`config.mk`:
```
export PLATFORM = sky130hd
export DESIGN_NAME = nn_vec_collector
export DESIGN_NICKNAME = d
export VERILOG_FILES = /design/src/rtl/nn_vec_collector_pkg.sv /design/src/rtl/nn_vec_collector_argmax_track.sv /design/src/rtl/nn_vec_collector.sv
export SDC_FILE = /design/constraint.sdc
export NUM_CORES = 1
export LEC_CHECK = 0
export ABC_CLOCK_PERIOD_IN_PS = 3950
export BUFFER_PORTS_ARGS = -buffer_cell sky130_fd_sc_hd__buf_4
export CAP_MARGIN = 20
export CORE_MARGIN = 2
export CORE_UTILIZATION = 50
export CTS_CLUSTER_DIAMETER = 50
export DETAILED_ROUTE_END_ITERATION = 12
export GPL_ROUTABILITY_DRIVEN = 0
export PLACE_DENSITY_LB_ADDON = 0.15
export SLEW_MARGIN = 20
export SYNTH_ARGS = -nofsm -noshare
export SYNTH_HDL_FRONTEND = slang
export SYNTH_SLANG_ARGS = --single-unit
```
`constraint.sdc`:
```
create_clock -name clk -period 3.95 [get_ports clk]
set_clock_uncertainty 0.15 [all_clocks]
set_input_delay 0.1975 -clock clk [delete_from_list [all_inputs] [get_ports clk]]
set_output_delay 0.1975 -clock clk [all_outputs]
set_load 0.05 [all_outputs]
```
`src/rtl/nn_vec_collector_pkg.sv`:
```
// Shared types and sizing helpers for the NN output vector collector.
package nn_pkg;

  typedef enum logic [0:0] {
    COLLECT = 1'b0,
    REPLAY  = 1'b1
  } collect_state_t;

  localparam int DEF_M  = 8;
  localparam int DEF_T  = 16;
  localparam int DEF_IW = $clog2(DEF_M);

  function automatic int idx_width(input int m);
    return (m > 1) ? $clog2(m) : 1;
  endfunction

endpackage

```
`src/rtl/nn_vec_collector_argmax_track.sv`:
```
// Running argmax candidate; max_val/argmax present the candidate including the
// element being accepted this cycle, so the parent can commit it on the last accept.
module nn_argmax_track
  import nn_pkg::*;
#(
  parameter int T = DEF_T,
  parameter int M = DEF_M,
  localparam int IW = idx_width(M)
) (
  input  logic          clk,
  input  logic          reset,
  input  logic          first,
  input  logic          en,
  input  logic [T-1:0]  data_in,
  input  logic [IW-1:0] idx,
  output logic [T-1:0]  max_val,
  output logic [IW-1:0] argmax
);

  logic [T-1:0]  cand_val_r;
  logic [IW-1:0] cand_idx_r;
  logic [T-1:0]  nxt_val_s;
  logic [IW-1:0] nxt_idx_s;

  // Strictly-greater replacement keeps the lowest index on ties.
  always_comb begin
    nxt_val_s = cand_val_r;
    nxt_idx_s = cand_idx_r;
    if (en && (first || ($signed(data_in) > $signed(cand_val_r)))) begin
      nxt_val_s = data_in;
      nxt_idx_s = idx;
    end else begin
      nxt_val_s = cand_val_r;
      nxt_idx_s = cand_idx_r;
    end
  end

  // Candidate registers.
  always_ff @(posedge clk) begin
    if (reset) begin
      cand_val_r <= {T{1'b0}};
      cand_idx_r <= {IW{1'b0}};
    end else begin
      cand_val_r <= nxt_val_s;
      cand_idx_r <= nxt_idx_s;
    end
  end

  assign max_val = nxt_val_s;
  assign argmax  = nxt_idx_s;

endmodule

```
`src/rtl/nn_vec_collector.sv`:
```
// Collects an M-element signed vector, then replays it on a master stream.
// Optional argmax tracking is enabled with NN_COLLECT_ARGMAX_EN.
module nn_vec_collector
  import nn_pkg::*;
#(
  parameter int M = DEF_M,
  parameter int T = DEF_T,
  localparam int IW = idx_width(M)
) (
  input  logic          clk,
  input  logic          reset,
  input  logic          s_valid,
  output logic          s_ready,
  input  logic [T-1:0]  data_in,
  output logic          m_valid,
  input  logic          m_ready,
  output logic [T-1:0]  data_out,
  output logic          m_last,
  output logic          res_valid,
  output logic [T-1:0]  max_val,
  output logic [IW-1:0] argmax
);

  localparam logic [IW-1:0] LAST_IDX   = IW'(M - 1);
  localparam logic [IW-1:0] PENULT_IDX = IW'(M - 2);

  collect_state_t state_r;
  logic [IW-1:0]  wr_idx_r;
  logic [IW-1:0]  rd_idx_r;
  logic [T-1:0]   vec_buf_r [M];
  logic           accept_s;
  logic           emit_s;

  assign accept_s = s_valid && s_ready;
  assign emit_s   = m_valid && m_ready;

  // Element storage; contents are only read after being written.
  always_ff @(posedge clk) begin
    if (accept_s) begin
      vec_buf_r[wr_idx_r] <= data_in;
    end
  end

  assign data_out = m_valid ? vec_buf_r[rd_idx_r] : {T{1'b0}};

  // Collect/replay sequencing; handshake flags are registered state decodes.
  always_ff @(posedge clk) begin
    if (reset) begin
      state_r  <= COLLECT;
      wr_idx_r <= {IW{1'b0}};
      rd_idx_r <= {IW{1'b0}};
      s_ready  <= 1'b1;
      m_valid  <= 1'b0;
      m_last   <= 1'b0;
    end else begin
      case (state_r)
        COLLECT: begin
          if (accept_s) begin
            if (wr_idx_r == LAST_IDX) begin
              wr_idx_r <= {IW{1'b0}};
              state_r  <= REPLAY;
              s_ready  <= 1'b0;
              m_valid  <= 1'b1;
              m_last   <= 1'b0;
            end else begin
              wr_idx_r <= wr_idx_r + IW'(1);
            end
          end
        end
        REPLAY: begin
          if (emit_s) begin
            if (rd_idx_r == LAST_IDX) begin
              rd_idx_r <= {IW{1'b0}};
              state_r  <= COLLECT;
              s_ready  <= 1'b1;
              m_valid  <= 1'b0;
              m_last   <= 1'b0;
            end else begin
              rd_idx_r <= rd_idx_r + IW'(1);
              m_last   <= (rd_idx_r == PENULT_IDX);
            end
          end
        end
        default: begin
          state_r  <= COLLECT;
          wr_idx_r <= {IW{1'b0}};
          rd_idx_r <= {IW{1'b0}};
          s_ready  <= 1'b1;
          m_valid  <= 1'b0;
          m_last   <= 1'b0;
        end
      endcase
    end
  end

`ifdef NN_COLLECT_ARGMAX_EN
  logic          first_s;
  logic          last_accept_s;
  logic [T-1:0]  cand_val_s;
  logic [IW-1:0] cand_idx_s;
  logic          res_valid_r;
  logic [T-1:0]  max_val_r;
  logic [IW-1:0] argmax_r;

  assign first_s       = (wr_idx_r == {IW{1'b0}});
  assign last_accept_s = accept_s && (wr_idx_r == LAST_IDX);

  nn_argmax_track #(.T(T), .M(M)) u_track (
    .clk     (clk),
    .reset   (reset),
    .first   (first_s),
    .en      (accept_s),
    .data_in (data_in),
    .idx     (wr_idx_r),
    .max_val (cand_val_s),
    .argmax  (cand_idx_s)
  );

  // Commit on the M-th accept; res_valid drops when the next vector begins.
  always_ff @(posedge clk) begin
    if (reset) begin
      res_valid_r <= 1'b0;
      max_val_r   <= {T{1'b0}};
      argmax_r    <= {IW{1'b0}};
    end else if (last_accept_s) begin
      res_valid_r <= 1'b1;
      max_val_r   <= cand_val_s;
      argmax_r    <= cand_idx_s;
    end else if (accept_s && first_s) begin
      res_valid_r <= 1'b0;
    end
  end

  assign res_valid = res_valid_r;
  assign max_val   = max_val_r;
  assign argmax    = argmax_r;
`else
  assign res_valid = 1'b0;
  assign max_val   = {T{1'b0}};
  assign argmax    = {IW{1'b0}};
`endif

endmodule

```
======== Word level (Yosys, flattened, before mapping) ========
Memories as Yosys holds them, arrays and structs flattened. A register that Yosys moved wholly into a read port is not among the register bits.
Cells that the tools add are included.
W data, S select, Z words.
cells by class
  $add $sub $neg .......................... 2
  multipliers ............................. 0
  div/mod/pow operators ................... 0
  $lt $le $gt $ge ......................... 0
  equal/unequal tests ..................... 7
  shift-type cells ........................ 0
  mux-type cells .......................... 25
  bitwise operators ....................... 1
  reduce and logical (&&, ||, !) cells .... 6
operators with widths
  cell                   count
  $mux W1                16
  $mux W16               1
  $mux W3                4
  $eq A3 B3 Y1 const B   3
  $pmux W1 S2            4
  $add A3 B1 Y3 const B  2
  $ne A2 B1 Y1 const B   2
  $ne A2 B2 Y1 const B   2
  $reduce_and A2 Y1      2
  $reduce_and A4 Y1      1
  $reduce_and A3 Y1      1
  $logic_and A1 B1 Y1    2
  $not A1 Y1             1
word-level totals
  register bits ........................... 10
  bits in latches ......................... 0
  bits in writable memories ............... 128
  bits in read-only memories .............. 0
  output and inout bits ................... 39
  logic and storage cells ................. 48
  memories ................................ 1
memories
  memory     depth  bits a word  read ports  clocked after memory_dff  wr ports  RTL line                RTL
  vec_buf_r  8      16           1           1                         1         nn_vec_collector.sv:30  logic [T-1:0] vec_buf_r [M];

======== Logic depth before layout (Yosys ltp) ========
Gate-level depths: netlist (run 1).
  word-level depth ........................ 4
  gate-level depth with buffers ........... 5
  mapped depth without buffers ............ 5

======== Worst setup path before layout (run 1) ========
OpenSTA, ideal clock, no wires.
  path type ............................... register to output
  from .................................... register m_valid
  to ...................................... output port data_out[11]
  arrival ................................. 2.329 ns
  data required time ...................... 3.602 ns
  slack ................................... 1.273 ns
  stages on the path, launching flop included .. 5
  buffers on the path ..................... 2
  path through ............................ dfxtp_1 -> buf_6 -> clkbuf_1 -> o21ai_0 -> a221oi_1
on the way
  word-level cells in the longest chain between the ends .. 1
ends and longest elaborated chain
  element                 RTL line                RTL
  from (decl)             nn_vec_collector.sv:15  output logic m_valid,
  from (signal assigned)  nn_vec_collector.sv:53  m_valid <= 1'b0;
  from (signal assigned)  nn_vec_collector.sv:63  m_valid <= 1'b1;
  from (signal assigned)  nn_vec_collector.sv:76  m_valid <= 1'b0;
  $mux W16                nn_vec_collector.sv:44  assign data_out = m_valid ? vec_buf_r[rd_idx_r] : {T{1'b0}};
  to (decl)               nn_vec_collector.sv:17  output logic [T-1:0] data_out,
Every way passes these cells.

==> metrics.md, run 1 <==
| Metric | Value |
|---|---|
| Count of cell types in the netlist | 34 |
| Avg Cell Area, Syn | approximately 18 um^2 |
| Initial antenna violation count | 0 |
| First-pass GRT wire length | between 15 and 20 mm |
| CTS root buffer | clkbuf_16 |
| Register area share after synthesis | 0.7120 |
| Fmax achieved | roughly 0.36 GHz |
| Top Layer Used | met4 |
| Metal3 WL | between 400 and 500 um |
| Initial Util | 0.5092 |
| # diodes | 0 |
| Clk slew on worst S/H paths | ~0.05 ns |
| Hold WS | roughly 0.029 ns |
| Commonest non-fill, non-tap cell in the layout | edfxtp_1 |
| M1 WL | 4.943 mm |
| Crit path time final | 2.788 ns |
| Layout area overhead | 19.86% |
| Number of cells on the worst hold path | 3 |
| Drt wl/cell | about 19 um |
| WL final | approximately 11 mm |
| Setup CP Type | flop to primary output |
| Worst Path Max Fanout | 11 |
| CP endpoint kind | primary output |
| Period utilisation layout | 0.7057 |
| CTS tree | built |
| Fraction of layout cells with a size suffix above 1 | 0.2732 |
| ANT nets after route | 0 |
| Mapped Cells | between 300 and 400 |
| Async set-reset flop share out of synthesis | 0 |
| # DRC | 0 |
| Leak Pwr | ~2.4 nW |
| DP HPWL | between 6 and 7 mm |
| Total Routing Usage GR | 0.1810 |
| Largest family of logic cells by synthesized area | multiplexers |
| Critical path launch point type | flop |
| Final setup fails | 0 |
| Final Hold Vio Count | 0 |
| Fin Setup TNS | 0 ns |
| Worst-Margin Slew | roughly 0.97 ns |
| Commonest cells after routing, fill and taps aside | edfxtp_1 (128), buf_4 (52), conb_1 (20) |
| Non-Filler Instances | 553 |
| Overflow after GRT | 0 |
| VDD IR max | 227.4 uV |
| Skew-Pair Late Insertion Delay | between 0.4 and 0.5 ns |
| Critical path required time | between 3 and 4 ns |
| Mux contribution to synthesized area | 0.1292 |
| XOR/XNOR Fraction of Synth Area | 0 |
| Number of buffers created by CTS | 17 |
| # resized after CTS | 0 |
| Max-Cap Viols | 0 |
| Clock Sinks | ~140 |
| R2r worst-path depth | 3 |
| Max Slew Vio Count | 0 |
| Post-synthesis adder-cell area fraction | 0.01302 |
| Synth Cell Area | about 0.0058 mm^2 |
| Initial DRC count | 179 |
| EDFF count, synth | approximately 130 |
| # rows | 39 |
| Number of top-level pins | 59 |
| Post-CTS setup buffer count | 0 |
| Vias in the first global route | about 3,000 |
| Met2 WL | about 5.2 mm |
| Synth Area in Compound Gates | 0.05470 |
| Unrepaired setup endpoints after global routing | false |
| Total die area | 0.01240 mm^2 |
| Largest net degree at the start of global routing | 23 |
| Placed cell count | roughly 500 |
| I/O Buffers | 38 |
| Max Root-Sink Buffers | 2 |
| Fill cells | between 800 and 900 |
| Pwr/cell area | just under 500 mW/mm^2 |
| Hold Path Class | input pin to flop |
| Layout Nets | 424 |
| Total number of vias | 2,948 |
| Core area | between 0.01 and 0.015 mm^2 |
| Die height | approximately 110 um |
| Ys Warns | 0 |
| CTS hold repair buffers | 18 |
| WP data arrival | ~2.4 ns |
| Via density | 5.331 |
| Horiz. Die Dim | roughly 110 um |
| CTS H-tree lvls | 4 |
| Status | finished, final reports clean |
| TritonRoute pass-1 iters | 4 |
| Prevailing post-synth register cell | edfxtp_1 |
| Post-synthesis simple-gate area fraction | 0.03147 |
| Worst slew margin relative to its limit | 0.3515 |
| Util after Layout | 0.6103 |
| Register bit total from synthesis | 141 |
| Design Power | between 3 and 4 mW |
[cell families after synthesis]
logic type | after synthesis
AND/OR/NAND/NOR | 33
buffers and inverters | 53
flip-flops | 141
AO/OA/AOI/OAI | 42
multiplexers | 49
other | 1
adder cells (fa/ha/maj) | 6
[stage by stage]
step / worst slack, ns / instance area [um^2]
2_1_floorplan: 1.273 / 5836
3_3_place_gp: 1.580 / 6143
3_5_place_dp: 1.544 / 6143
4_1_cts: 1.103 / 6909
5_1_grt: 0.9897 / 6909
6_report: 1.162 / 6909
[critical path, cell delays in order (launching register included)]
cell and delay (ns):
dfxtp_1 0.77, nor2_1 0.32, buf_4 0.29, a221oi_1 0.38
buf_4 0.27
[sequential cells by signal, indices dropped and copies added (netlist names), named ones only]
signal and count:
wr_idx_r 3, m_valid 1, rd_idx_r 3, state_r 1, s_ready 1, vec_buf_r 128, m_last 1
[synthesized netlist by cell type (3+ instances only)]
cell type	n	area (um^2)
mux4_1	9	236.5
nand2_1	6	22.52
nor2_1	10	37.54
inv_1	18	67.56
clkbuf_1	4	15.01
mux2_2	16	180.2
buf_6	4	45.04
o21ai_0	16	80.08
mux2i_1	17	170.2
buf_4	25	187.7
dfxtp_1	13	260.3
a21oi_1	4	20.02
a221oi_2	4	60.06
a221oi_1	13	113.9
edfxtp_1	128	3844
mux4_2	7	157.7
nand3_1	3	15.01
ha_1	6	75.07
nand3b_1	3	22.52
[per-layer routing]
| layer | up-vias | global-route usage |
|---|---|---|
| met5 | - | 0 |
| met4 | 0 | 0.06749 |
| met3 | 13 | 0.05444 |
| met2 | 73 | 0.2850 |
| met1 | 1473 | 0.2416 |
| li1 | 1389 | - |
[final cells by class]
| class | instances | area [um^2] | share of cell area |
|---|---|---|---|
| Clock buffer | 23 | 467.9 | 0.06773 |
| Clock inverter | 8 | 117.6 | 0.01702 |
| Multi-Input combinational cell | 150 | 1401 | 0.2028 |
| Sequential cell | 141 | 4105 | 0.5942 |
| Timing Repair Buffer | 70 | 570.5 | 0.08258 |
| Inverter | 18 | 67.56 | 0.009779 |
| Tap cell | 143 | 178.9 | 0.02590 |
[path summary, 6_finish.rpt]
check	start	to	slack [ns]
min	m_ready	m_last$_SDFFE_PP0P_	0.03
max	flop	data_out[0]	1.16
max reg2reg	s_ready$_SDFFE_PP1P_	vec_buf_r[7][12]$_DFFE_PP_	1.74
min reg2reg	rd_idx_r[2]$_SDFFE_PP0P_	flop	0.36
[power by group]
group          internal [mW]  total (mW)  switching, mW  leakage (nW)
Clock                   1.02        1.56          0.543         0.287
Sequential              1.66        1.67        0.00856          1.27
Combinational         0.0422       0.135         0.0931         0.860
Total                   2.72        3.36          0.645          2.42
Power figures use the tool's default switching activity.
==> run 2, diff against run 1 <==
--- a/config.mk
+++ b/config.mk
@@ -5,7 +5,8 @@
 export SDC_FILE = /design/constraint.sdc
 export NUM_CORES = 1
 export LEC_CHECK = 0
-export ABC_CLOCK_PERIOD_IN_PS = 3950
+export ABC_AREA = 1
+export ABC_CLOCK_PERIOD_IN_PS = 2300
 export BUFFER_PORTS_ARGS = -buffer_cell sky130_fd_sc_hd__buf_4
 export CAP_MARGIN = 20
 export CORE_MARGIN = 2
==> constraint.sdc (replaced) <==
create_clock -name clk -period 2.3 [get_ports clk]
set_clock_uncertainty 0.15 [all_clocks]
set_input_delay 0.115 -clock clk [delete_from_list [all_inputs] [get_ports clk]]
set_output_delay 0.115 -clock clk [all_outputs]
set_load 0.05 [all_outputs]
==> run 2 against run 1 <==
Core utilization barely moved. Clock-buffer cell count rose by 3. Area after synthesis rose by 11%. Highest routed layer unchanged. Sequential share of layout area fell by 5.9 points.
==> metrics.md, run 2 <==
| Metric | Value |
|---|---|
| Die height | 117.1 um |
| Hold WS | 0.3173 ns |
| Int Pwr | around 4.7 mW |
| Initial antenna violation count | 0 |
| Ys Warns | 0 |
| WP data arrival | between 1.5 and 2 ns |
| I/O Buffers | 38 |
| Leak Pwr | around 3.4 nW |
| CP endpoint kind | primary output |
| Clk pwr share | 0.467 |
| Initial DRC count | 291 |
| Worst setup margin | about 0.14 ns |
| Setup CP Type | flop to primary output |
| Yosys top cell by area | edfxtp_1 |
| First-pass GRT wire length | about 20 mm |
| Total Routing Usage GR | 0.2055 |
| Fmax achieved | about 0.46 GHz |
| Number of top-level pins | approximately 60 |
| Register bit total from synthesis | about 140 |
| Post-CTS setup buffer count | 0 |
| CP peak stage delay | 0.44 ns |
| Dpl cell area | just under 0.007 mm^2 |
| Max-Cap Viols | 0 |
| Post-synth top cells | nand2_1 (173), inv_1 (141), edfxtp_1 (128), nand3_1 (85), nor2_1 (47) |
| Crit path time final | 2.159 ns |
| Synth Cell Area | ~0.0064 mm^2 |
| Biggest register | vec_buf_r |
| Via density | ~4.7 |
| Cell with the most instances after synthesis | nand2_1 |
| Worst Path Max Fanout | 18 |
| Metal3 WL | between 600 and 700 um |
| Pwr/cell area | between 700 and 800 mW/mm^2 |
| Commonest non-fill, non-tap cell in the layout | nand2_1 |
| Final Hold Vio Count | 0 |
| CTS H-tree lvls | 4 |
| Sw Pwr | between 1 and 1.5 mW |
| Layout area overhead | 20.02% |
| # diodes | 0 |
| Vias in the first global route | just over 4,000 |
| # DRC | 0 |
| Hold Path Class | input pin to flop |
| TritonRoute pass-1 iters | 5 |
| Largest net degree at the start of global routing | 50 |
| Critical path required time | 2.04 ns |
| Async set-reset flop share out of synthesis | 0 |
| Status | finished, final reports clean |
| Horiz. Die Dim | around 120 um |
| Seq pwr share | 0.483 |
| Overflow after GRT | 0 |
| Yosys top cell area share | 0.6013 |
| CTS tree | built |
| Design area | between 0.007 and 0.008 mm^2 |
| Number of buffers created by CTS | 17 |
| Clock Sinks | 141 |
| Clk slew on worst S/H paths | ~0.060 ns |
| Switch share | 0.2063 |
| Max Slew Vio Count | 0 |
| CP max stage cell | dfxtp_2 |
| Total die area | between 0.01 and 0.015 mm^2 |
| Largest register FFs | between 100 and 150 |
| Met2 WL | around 6.3 mm |
| Avg Cell Area, Syn | approximately 9.7 um^2 |
| Prevailing post-synth register cell | edfxtp_1 |
| Commonest cells after routing, fill and taps aside | nand2_1 (173), inv_1 (141), edfxtp_1 (128) |
| Count of cell types in the netlist | 18 |
| VDD IR max | 631.2 uV |
| Fill cells | between 1,000 and 1,500 |
| Mapped Cells | 660 |
| CTS root buffer | clkbuf_16 |
| Design Power | just under 6 mW |
| Critical path buffers and inverters | 2 |
| Drt wl/cell | 14.11 um |
| Register area share after synthesis | 0.6420 |
| Util after Layout | 0.6105 |
| # rows | a little over 40 |
| Combinational group share of total power | 0.050 |
| Layout Nets | between 700 and 800 |
| Unrepaired setup endpoints after global routing | false |
| Worst-path cell chain | buf_4 -> nand3_1 -> nand3_1 -> nand2_1 -> nor2_1 -> buf_4 |
| Non-Filler Instances | around 900 |
| Critical path launch point type | flop |
| Fin Setup TNS | 0 ns |
| EDFF count, synth | ~130 |
| Top cells by area, synth | edfxtp_1 (60%), nand2_1 (10%), inv_1 (8.3%) |
| Top Layer Used | met4 |
| ANT nets after route | 0 |
| WL final | ~13 mm |
| Max Root-Sink Buffers | 2 |
| Skew-Pair Late Insertion Delay | ~0.42 ns |
| Core area | around 0.013 mm^2 |
| Crit-path leading delay family | buffers and inverters |
| Fraction of layout cells with a size suffix above 1 | 0.1314 |
| Biggest regs | vec_buf_r (128), rd_idx_r (3), wr_idx_r (3) |
| Final setup fails | 0 |
| M1 WL | 5.721 mm |
| Period utilisation layout | 0.9389 |
| Total number of vias | 4,349 |
| Dpl ws | between 0.4 and 0.5 ns |
| Initial Util | 0.5086 |
| DP HPWL | about 7.6 mm |
| Placed cell count | just under 900 |
-- run 2: changes by cell type in the layout (fill, tap and decap cells not counted), moves of 16 or more --
| cell | previous run | this run |
|---|---|---|
| nand2_1 | 6 | 173 |
| inv_1 | 18 | 141 |
| nand3_1 | 3 | 85 |
| nor2_1 | 10 | 47 |
| mux2i_1 | 17 | 0 |
| mux2_2 | 16 | 0 |
-- run 2: power groups by stage --
stage | clock network (mW) | registers (mW) | logic [mW]
2_1_floorplan | 0 | 2.93 | 0.196
3_3_place_gp | 0 | 2.93 | 0.269
3_5_place_dp | 0 | 2.93 | 0.275
4_1_cts | 2.83 | 2.88 | 0.303
5_1_grt | 2.95 | 2.88 | 0.335
6_report | 2.79 | 2.88 | 0.300
-- run 2: repair_timing --
| action | CTS | global route |
|---|---|---|
| endpoints found under the hold margin | 141 | 0 |
| resized for setup | 2 | 4 |
| hold buffers | 20 | 0 |
| endpoints found under the setup margin | 8 | 11 |
-- run 2: worst register-to-register path: stages (launching register included) --
cell and delay, ns:
dfxtp_1 0.37, ha_1 0.19, ha_1 0.14, inv_1 0.05, o21ai_0 0.17, a21oi_1 0.08, dlygate4sd3_1 0.55
-- run 2: worst paths after layout --
check                                               from                       end  depth (start not counted)  slack [ns]
worst min-delay path                               reset  wr_idx_r[1]$_SDFFE_PP0P_                          3        0.32
worst max register to register  rd_idx_r[1]$_SDFFE_PP0P_        state_r$_SDFF_PP0_                          6        0.49
worst min register to register      s_ready$_SDFFE_PP1P_      s_ready$_SDFFE_PP1P_                          2        0.32
worst max-delay path                                flop               data_out[0]                          6        0.14
-- run 2: cell families after synthesis --
kind of cell    Yosys count  share of synthesized area
buf+inv                 189                     0.1347
flops                   141                     0.6420
fa+ha+maj                 6                    0.01174
simple gates            307                     0.1985
compound gates           16                    0.01253
other cells               1                  0.0005866
-- run 2: layout make-up --
type	instances	area [um^2]	share of cell area
sequential	141	4106	0.5352
multi-input combinational	349	1499	0.1954
timing repair buffer	80	675.6	0.08806
clock buffer	26	595.6	0.07763
inverter	144	543.0	0.07078
tap	172	215.2	0.02805
clock inverter	6	37.54	0.004892
-- run 2: metal layers --
layer | track usage | vias up
met1 | 0.2628 | 2040
met4 | 0.08627 | 0
met5 | 0 | -
met3 | 0.04943 | 25
li1 | - | 2170
met2 | 0.3383 | 114
